--- src/rtl/adpll_phase_det.sv ---
// ---------------------------------------------------------------------------
// adpll_phase_det
//
// Phase detector between the TDC front end and the ADPLL loop filter.
// Every reference cycle it samples the TDC ripple count and fractional phase
// to form the variable (CKV) phase. It accumulates FCW to form the reference
// phase and outputs the wrap-corrected signed difference of the two. It also
// qualifies phase lock with separate lock and unlock run-length counters.
//
// Ports:
//   clk              32 MHz reference clock
//   rst              asynchronous reset, active-high
//   en               block enable; low returns the block to IDLE
//   FCW[25:0]        channel word, f_ckv/f_ref in Q7.19
//   tdc_ripple_count CKV edge count modulo 128
//   tdc_phase[15:0]  fractional CKV phase at the clk edge, unsigned Q0.16
//   phase_err[25:0]  signed phase error, Q7.19 two's complement
//   err_valid        phase_err holds a valid tracking sample
//   lock             phase lock qualified
//   state[1:0]       0=IDLE, 1=ALIGN, 2=TRACK
// ---------------------------------------------------------------------------
module adpll_phase_det #(
    parameter int ALIGN_CYC  = 4,
    parameter int LOCK_THR   = 8192,
    parameter int LOCK_CNT   = 16,
    parameter int UNLOCK_CNT = 4
) (
    input  logic        clk,
    input  logic        rst,
    input  logic        en,
    input  logic [25:0] FCW,
    input  logic [6:0]  tdc_ripple_count,
    input  logic [15:0] tdc_phase,
    output logic [25:0] phase_err,
    output logic        err_valid,
    output logic        lock,
    output logic [1:0]  state
);

    localparam int ALIGN_W = (ALIGN_CYC < 1) ? 1 : $clog2(ALIGN_CYC + 1);
    localparam int CNT_MAX = (LOCK_CNT > UNLOCK_CNT) ? LOCK_CNT : UNLOCK_CNT;
    localparam int CNT_W   = $clog2(CNT_MAX + 1);

    typedef enum logic [1:0] {
        IDLE  = 2'd0,
        ALIGN = 2'd1,
        TRACK = 2'd2
    } state_t;

    state_t               state_q;
    state_t               state_next;
    logic [25:0]          pv_q;
    logic [25:0]          pr;
    logic [25:0]          fcw_q;
    logic [ALIGN_W-1:0]   align_cnt;
    logic [CNT_W-1:0]     in_cnt;
    logic [CNT_W-1:0]     out_cnt;

    logic [25:0]          pv_now;
    logic                 fcw_change;
    logic                 align_done;
    logic [25:0]          err_mag;
    logic                 err_in;
    logic [CNT_W-1:0]     in_next;
    logic [CNT_W-1:0]     out_next;

    assign pv_now     = {tdc_ripple_count, tdc_phase, 3'b000};
    assign fcw_change = (FCW != fcw_q);
    assign align_done = (align_cnt == ALIGN_W'(ALIGN_CYC - 1));
    assign state      = state_q;

    // Magnitude of the registered error. The most negative code negates to
    // itself, which as an unsigned value is 2^25 and so always lands out of
    // the lock window.
    always_comb begin
        err_mag  = phase_err[25] ? (~phase_err + 26'd1) : phase_err;
        err_in   = (err_mag <= 26'(LOCK_THR));
        in_next  = '0;
        out_next = '0;
        if (err_in) begin
            in_next = (in_cnt == CNT_W'(CNT_MAX)) ? in_cnt : in_cnt + 1'b1;
        end else begin
            out_next = (out_cnt == CNT_W'(CNT_MAX)) ? out_cnt : out_cnt + 1'b1;
        end
    end

    always_ff @(posedge clk or posedge rst) begin
        if (rst) begin
            state_q <= IDLE;
        end else begin
            state_q <= state_next;
        end
    end

    // Enable has priority over a channel change; a channel change in either
    // active state restarts alignment.
    always_comb begin
        state_next = state_q;
        case (state_q)
            IDLE: begin
                if (en) state_next = ALIGN;
            end
            ALIGN: begin
                if (!en)             state_next = IDLE;
                else if (fcw_change) state_next = ALIGN;
                else if (align_done) state_next = TRACK;
            end
            TRACK: begin
                if (!en)             state_next = IDLE;
                else if (fcw_change) state_next = ALIGN;
            end
            default: state_next = IDLE;
        endcase
    end

    // Phase datapath and lock qualifier. The reference phase is seeded from
    // the last captured TDC sample plus one FCW step, so an ideal CKV gives a
    // zero error from the first tracking compare onward.
    always_ff @(posedge clk or posedge rst) begin
        if (rst) begin
            pv_q      <= '0;
            pr        <= '0;
            fcw_q     <= '0;
            align_cnt <= '0;
            in_cnt    <= '0;
            out_cnt   <= '0;
            phase_err <= '0;
            err_valid <= 1'b0;
            lock      <= 1'b0;
        end else begin
            if (state_q != IDLE) pv_q <= pv_now;

            if (state_q == IDLE || !en || fcw_change) begin
                pr        <= '0;
                align_cnt <= '0;
                in_cnt    <= '0;
                out_cnt   <= '0;
                phase_err <= '0;
                err_valid <= 1'b0;
                lock      <= 1'b0;
                if (state_q == IDLE) begin
                    if (en) fcw_q <= FCW;
                end else if (!en) begin
                    fcw_q <= '0;
                end else begin
                    fcw_q <= FCW;
                end
            end else if (state_q == ALIGN) begin
                if (align_done) begin
                    pr        <= pv_q + fcw_q;
                    align_cnt <= '0;
                end else begin
                    align_cnt <= align_cnt + 1'b1;
                end
            end else begin
                pr        <= pr + fcw_q;
                phase_err <= pr - pv_q;
                err_valid <= 1'b1;
                if (err_valid) begin
                    if (!lock) begin
                        out_cnt <= '0;
                        if (in_next >= CNT_W'(LOCK_CNT)) begin
                            lock   <= 1'b1;
                            in_cnt <= '0;
                        end else begin
                            in_cnt <= in_next;
                        end
                    end else begin
                        in_cnt <= '0;
                        if (out_next >= CNT_W'(UNLOCK_CNT)) begin
                            lock    <= 1'b0;
                            out_cnt <= '0;
                        end else begin
                            out_cnt <= out_next;
                        end
                    end
                end
            end
        end
    end

endmodule
--- config.mk ---
export PLATFORM = sky130hd
export DESIGN_NAME = adpll_phase_det
export DESIGN_NICKNAME = d
export VERILOG_FILES = /design/src/rtl/adpll_phase_det.sv
export SDC_FILE = /design/constraint.sdc
export NUM_CORES = 1
export LEC_CHECK = 0
export ABC_AREA = 0
export CORE_MARGIN = 3
export CORE_UTILIZATION = 30
export DETAILED_ROUTE_END_ITERATION = 12
export SYNTH_ARGS = -nofsm -noshare
export SYNTH_HDL_FRONTEND = slang
export SYNTH_SLANG_ARGS = --single-unit
--- constraint.sdc ---
create_clock -name clk -period 6.1 [get_ports clk]
set_input_delay 1.22 -clock clk [delete_from_list [all_inputs] [get_ports clk]]
set_output_delay 1.22 -clock clk [all_outputs]
set_load 0.01 [all_outputs]
==> results of run 1 <==
==> worst max path at each step <==
| stage | to | slack (ns) | cells after the start |
|---|---|---|---|
| global route | lock$_DFFE_PP0P_ | 1.90 | 10 |
| global placement | lock$_DFFE_PP0P_ | 1.74 | 10 |
| floorplan | align_cnt[0]$_DFFE_PP0P_ | 1.75 | 1 |
| detailed placement | lock$_DFFE_PP0P_ | 1.71 | 10 |
| CTS | lock$_DFFE_PP0P_ | 2.17 | 10 |
| finish | lock$_DFFE_PP0P_ | 2.20 | 10 |
==> worst max-delay path, stage by stage <==
cell             delay (ns)
clkdlybuf4s50_1        0.44
xor2_1                 0.20
nor4_1                 0.31
nand4_1                0.15
nor4_2                 0.15
buf_4                  0.23
nand2_1                0.13
a211oi_1               1.05
o21ai_0                0.24
o31ai_1                0.11
==> layer usage <==
layer  vias to the layer above  track usage [%]
met5                         -                0
met4                         0            3.926
met3                        17            3.032
met2                       208            23.53
met1                      3634            24.07
li1                       3739                -
==> cells by family (layout without fill, tap and decap cells) <==
| kind of cell | count (synthesis) | count (layout) | share of synthesized area [%] |
|---|---|---|---|
| AO/OA/AOI/OAI | 330 | 330 | 25.17 |
| multiplexers | 12 | 12 | 1.458 |
| AND/OR/NAND/NOR | 266 | 266 | 15.34 |
| XOR/XNOR | 87 | 87 | 8.790 |
| adder cells (fa/ha/maj) | 78 | 78 | 11.52 |
| buffers and inverters | 82 | 170 | 3.652 |
| flip-flops | 118 | 118 | 34.06 |
==> state kept, by name (all words and copies together), names as in the netlist <==
name / count
in_cnt: 5
phase_err: 26
err_valid: 1
pr: 26
state: 2
lock: 1
pv_q: 23
out_cnt: 5
fcw_q: 26
align_cnt: 3
==> final cells by class <==
type	instances	area, um2	share of cell area, %
multi-input combinational	773	5415	51.41
sequential	118	2953	28.04
timing repair buffer	87	855.8	8.125
tap	378	473.0	4.490
clock buffer	17	425.4	4.039
clock inverter	15	216.5	2.055
inverter	51	193.9	1.841
==> through the flow <==
| stage | hold slack, ns | area [um2] |
|---|---|---|
| floorplan | 0.4752 | 8668 |
| global placement | 0.4958 | 9891 |
| detailed placement | 0.4999 | 9891 |
| CTS | 0.5146 | 10530 |
| global route | 0.5362 | 10530 |
| finish | 0.5053 | 10530 |
==> power breakdown <==
group          switching [mW]  total (mW)  internal (mW)  leakage, nW
logic                   0.206       0.373          0.167         2.94
clock network           0.410        1.10          0.694        0.307
registers              0.0389       0.848          0.810         1.57
==> cells in the final DEF (no fill, tap or decap), drive strengths merged, types with 9 or more instances in the layout <==
cell / n
dfrtp: 118
nand2: 105
o21ai: 95
clkdlybuf4s50: 81
ha: 75
a21oi: 59
inv: 57
xnor2: 45
xor2: 42
nor2: 40
a21o: 33
a22o: 32
nand3: 19
a211oi: 18
nor3: 17
clkbuf: 17
and3: 16
a31oi: 14
nor4: 14
nand2b: 10
o31ai: 9
==> summary.md, run 1 <==
| Metric | Value |
|---|---|
| Hold Path Sink | `in_cnt[4]$_DFFE_PP0P_` |
| RSZ-0062 raised after global routing | `no` |
| Area Overhead vs Synth | `21.51%` |
| RePlAce Congestion | `slightly above 0.9` |
| Main synth FF type | `dfrtp_1` |
| CP max FO | `12` |
| Ports | `82` |
| Launch point of the worst reg-to-reg path | `phase_err[0]$_DFFE_PP0P_` |
| Leak | `a little under 5 nW` |
| Endpoints failing setup | `0` |
| FMAX | `~260 MHz` |
| Initial Utilization | `between 30% and 40%` |
| Hold Buf Count CTS | `0` |
| Crit path kind | `input port to flip-flop` |
| TritonCTS clock tree | `built` |
| Synthesized net count | `approximately 1100` |
| DRT Pass-1 Iters | `5` |
| Post-CTS setup buffer count | `0` |
| Crit end category | `flip-flop` |
| R2r setup slk | `between 2 and 2.5 ns` |
| Syn Std Cell Area | `0.008668 mm2` |
| Worst hold stages | `1` |
| Post-synthesis register bit count | `~120` |
| Hold Fails Final Rpt | `0` |
| Die Y | `between 150 and 200 um` |
| DR top layer | `met4` |
| Status | `complete, no violations` |
| Startpoint types | `input port` |
| Minimum clock period | `a little under 4 ns` |
| Cells after DPL | `about 1400` |
| Netlist cell types | `between 70 and 80` |
| Final setup margin | `2.198 ns` |
| Final Non-Filler Cells | `approximately 1400` |
| Pin count of the biggest net entering global routing | `48` |
| GRT Total Usage | `about 16%` |
| Synth warn | `0` |
| Final nets | `between 1000 and 1500` |
| Reg clk slew, reported paths | `0.06 ns` |
| Pre-CTS worst setup slack | `around 1.7 ns` |
| IO Port Bufs | `between 80 and 90` |
| Worst hold start | `in_cnt[4]$_DFFE_PP0P_` |
| Initial antenna violation count | `0` |
| Hold Path Class | `flip-flop to flip-flop` |
| Rows | `61` |
| Congestion Overflow GR | `0` |
| Post-Synthesis Cells | `973` |
| Slew Viols, Final | `0` |
| Die Wd | `roughly 180 um` |
| Share of the synthesized area in the top cell type | `around a third` |
| Asr flop ratio synth | `100.0%` |
| Reg2Reg Capture Point | `in_cnt[3]$_DFFE_PP0P_` |
| CP required | `~6.4 ns` |
| Relative slew slack | `between 10% and 20%` |
| Root buffer cell | `clkbuf_16` |
| Detailed Place HPWL | `between 15000 and 20000 um` |
| Worst-Skew Late Latency | `roughly 0.42 ns` |
| Ant. Diodes | `0` |
| TritonCTS Sinks | `around 120` |
| Post-synth EDFFs | `0` |
| Period utilisation layout | `between 60 and 70%` |
| Drt total wl | `about 25000 um` |
| Detail Route Antenna Nets | `0` |
| DRC Markers | `0` |
| Routed via count | `~7600` |
| Worst-case reg-to-reg path depth | `11` |
| Die area | `0.03097 mm2` |
| CTS H-tree lvls | `4` |
| Sequential area share after synthesis | `about a third` |
| Post-synth top area cell | `dfrtp_1` |
| Clk buf depth | `2` |
| DRT met1 WL | `approximately 12000 um` |
| Share of layout cells above drive strength 1 | `5.655%` |
| Drt initial violations | `between 400 and 500` |
| Crit path DAT | `approximately 4.2 ns` |
| Clk_skew | `approximately 0.009 ns` |
| Total CTS buffers | `17` |
| Most common library cells after synthesis | `118 x dfrtp_1, 105 x nand2_1, 93 x o21ai_0` |
| Setup tns final | `0 ns` |
| Post-CTS sizing | `0` |
| Syn Area/Cell | `between 8 and 9 um2` |
| Total power draw | `approximately 2.3 mW` |
| Core Box Area | `0.02816 mm2` |
| Fill count | `about 2800` |
| DR WL met2 | `between 10000 and 15000 um` |
| # Max-Cap Violations | `0` |
| Max IR drop VDD | `~0.00018 V` |
| DR WL met3 | `roughly 1400 um` |
| Post-layout util | `37.40%` |
| Critical path origin | `FCW[16]` |
| Pwr Density | `220.8 mW/mm2` |
| Worst-margin pin slew | `between 1 and 1.5 ns` |
| Vias in the first global route | `~7300` |
| Count leader, synth | `dfrtp_1` |
| Largest cells by area after synthesis | `dfrtp_1 34%, ha_1 11%, o21ai_0 5.4%` |
| Via/cell ratio | `~5.3` |
| First-pass GRT wire length | `~40000 um` |
| Routed WL per cell | `17.05 um` |
(Power assumes the default switching activity.)
==> run 2, diff against run 1 <==
- clock period: 6.1 -> 3.5 ns (I/O delays scaled with it)
==> summary.md, run 2 (synthesis gave the netlist of run 1 again) <==
| Metric | Value |
|---|---|
| Status | `complete, no violations` |
| Relative slew slack | `42.65% (+27 points)` |
| Routed WL per cell | `16.92 um (-0.72%)` |
| RePlAce Congestion | `0.8975 (-2.9%)` |
| Family with the most delay on the worst path | `compound AO/OA/AOI/OAI gates` |
| Pre-CTS worst setup slack | `0.1918 ns (-1.522 ns)` |
| Pwr Density | `357.9 mW/mm2 (+62%)` |
| Final setup margin | `0.2862 ns (-1.912 ns)` |
| Pin count of the biggest net entering global routing | `119 (+150%)` |
| FMAX | `just over 300 MHz` |
| CTS H-tree lvls | `4 (unchanged)` |
| DRC Markers | `0 (unchanged)` |
| Most common cell after layout, fill and taps aside | `dfrtp_1` |
| CP max FO | `3 (-9)` |
| Max incr delay on CP | `0.44 ns (-0.61 ns)` |
| Crit end category | `flip-flop` |
| RSZ-0062 raised after global routing | `yes` |
| Final nets | `1205 (+2.3%)` |
| Drt initial violations | `464 (+4.3%)` |
| Leak | `4.925 nW (+2.3%)` |
| Setup tns final | `0 ns (unchanged)` |
| Worst-margin pin slew | `0.8602 ns (-0.4005 ns)` |
| First-pass GRT wire length | `40200 um (+1.7%)` |
| Max IR drop VDD | `0.0002609 V (+48%)` |
| Vias in the first global route | `7415 (+2.3%)` |
| Critical-path cell list | `ha_1 > fa_1 > a211oi_1 > o21bai_1 > a21oi_1 > o21ai_0 > a31oi_1 > o31ai_1 > a2111oi_1 > o21ai_0 > nand3_1` |
| Reg clk slew, reported paths | `0.06 ns (about the same)` |
| Worst hold start | `in_cnt[4]$_DFFE_PP0P_` |
| Ant. Diodes | `0 (unchanged)` |
| Drt total wl | `24810 um (+1.1%)` |
| Initial Utilization | `30.78% (unchanged)` |
| Die area | `0.03097 mm2 (unchanged)` |
| Die Wd | `176.0 um (unchanged)` |
| CP required | `3.86 ns (-2.57 ns)` |
| Clk buf depth | `2 (unchanged)` |
| Ports | `82 (unchanged)` |
| Share of layout cells above drive strength 1 | `8.088% (+2.4 points)` |
| Hold Fails Final Rpt | `0 (unchanged)` |
| Congestion Overflow GR | `0 (unchanged)` |
| Minimum clock period | `3.214 ns` |
| Crit path kind | `flip-flop to flip-flop` |
| # Max-Cap Violations | `0 (unchanged)` |
| Critical path origin | `pv_q[3]$_DFFE_PP0N_` |
| TritonCTS Sinks | `118 (unchanged)` |
| Detailed Place HPWL | `19320 um (+1.8%)` |
| Area Overhead vs Synth | `23.44%` |
| Launch point of the worst reg-to-reg path | `pv_q[3]$_DFFE_PP0N_` |
| Core Box Area | `0.02816 mm2 (unchanged)` |
| GRT Total Usage | `16.32% (+0.33 points)` |
| Hold Buf Count CTS | `0 (unchanged)` |
| Initial antenna violation count | `0 (unchanged)` |
| TritonCTS clock tree | `built` |
| Cells after DPL | `1434 (+1.9%)` |
| Routed via count | `7713 (+1.5%)` |
| Hold Path Class | `flip-flop to flip-flop` |
| Rows | `61 (unchanged)` |
| Total CTS buffers | `17 (unchanged)` |
| Slew Viols, Final | `0 (unchanged)` |
| Worst-Skew Late Latency | `0.42 ns (about the same)` |
| Post-CTS sizing | `0 (unchanged)` |
| DRT Pass-1 Iters | `5 (unchanged)` |
| Top Registers | `fcw_q (26), phase_err (26), pr (26)` |
| Final Non-Filler Cells | `1466 (+1.9%)` |
| Die Y | `176.0 um (unchanged)` |
| Startpoint types | `flip-flop` |
| Commonest cells after routing, fill and taps aside | `118 x dfrtp_1, 105 x nand2_1, 93 x o21ai_0` |
| Clk_skew | `0.007079 ns (-0.002131 ns)` |
| CP max stage cell | `fa_1` |
| Detail Route Antenna Nets | `0 (unchanged)` |
| Root buffer cell | `clkbuf_16` |
| IO Port Bufs | `81 (unchanged)` |
| CP bufs+invs | `0 (-2)` |
| Total power draw | `3.830 mW (+65%)` |
| Most used cell along the critical path | `o21ai_0` |
| Crit path DAT | `3.58 ns (-0.66 ns)` |
| Via/cell ratio | `5.261 (-0.36%)` |
| Endpoints failing setup | `0 (unchanged)` |
| Post-CTS setup buffer count | `0 (unchanged)` |
| Period utilisation layout | `between 90% and 100%` |
[run 2: changes by cell type in the layout (fill, tap and decap cells not counted), sizes merged]
cell | previous run | this run
clkinv | 3 | 7
clkinvlp | 2 | 4
buf | 6 | 33
bufinv | 4 | 1
clkbuf | 17 | 18
inv | 57 | 53
[run 2: worst reg2reg max path, delay by kind of cell, from the launching register on]
family                   cells  cell delay (ns)
AND/OR/NAND/NOR              1             0.09
adder cells (fa/ha/maj)      2             0.71
AO/OA/AOI/OAI                8             1.93
flip-flops                   1             0.43
[run 2: final timing paths]
kind                                             to  slack [ns]  cells past startpoint
setup / recovery                 pr[25]$_DFFE_PP0P_        0.29                     11
hold / removal                in_cnt[4]$_DFFE_PP0P_        0.51                      1
setup reg to reg                 pr[25]$_DFFE_PP0P_        0.29                     11
hold reg to reg               in_cnt[4]$_DFFE_PP0P_        0.51                      1
max in group asynchronous     fcw_q[25]$_DFFE_PP0P_        2.20                      3
min in group asynchronous  phase_err[1]$_DFFE_PP0P_        0.81                      3
[run 2: layout make-up]
class	count	area, um2
Tap cell	378	473.0
Fill cell	2840	17460
Multi-Input combinational cell	773	5425
Clock inverter	14	128.9
Sequential cell	118	2953
Inverter	51	195.2
Timing Repair Buffer	114	1096
Clock buffer	18	429.2
[run 2: metal layers]
metal / global-route usage (%) / wire length (um) / vias to the layer above
met5: 0 / 0 / -
met4: 2.771 / 140 / 0
met3: 3.355 / 1314 / 8
met2: 24.71 / 10740 / 177
met1: 24.31 / 12610 / 3710
li1: - / - / 3818
[run 2: power breakdown]
part	internal (mW)	switching, mW
registers	1.41	0.0681
clock network	0.981	0.692
logic	0.302	0.376
[run 2: metrics by stage]
step / cell area, um2 / util [%] / hold WS (ns)
2_1_floorplan: 8672 / - / 0.4752
3_3_place_gp: 10130 / 35.98 / 0.4942
3_5_place_dp: 10130 / 35.98 / 0.5008
4_1_cts: 10690 / 37.96 / 0.5173
5_1_grt: 10700 / 37.99 / 0.5481
6_report: 10700 / 37.99 / 0.5118
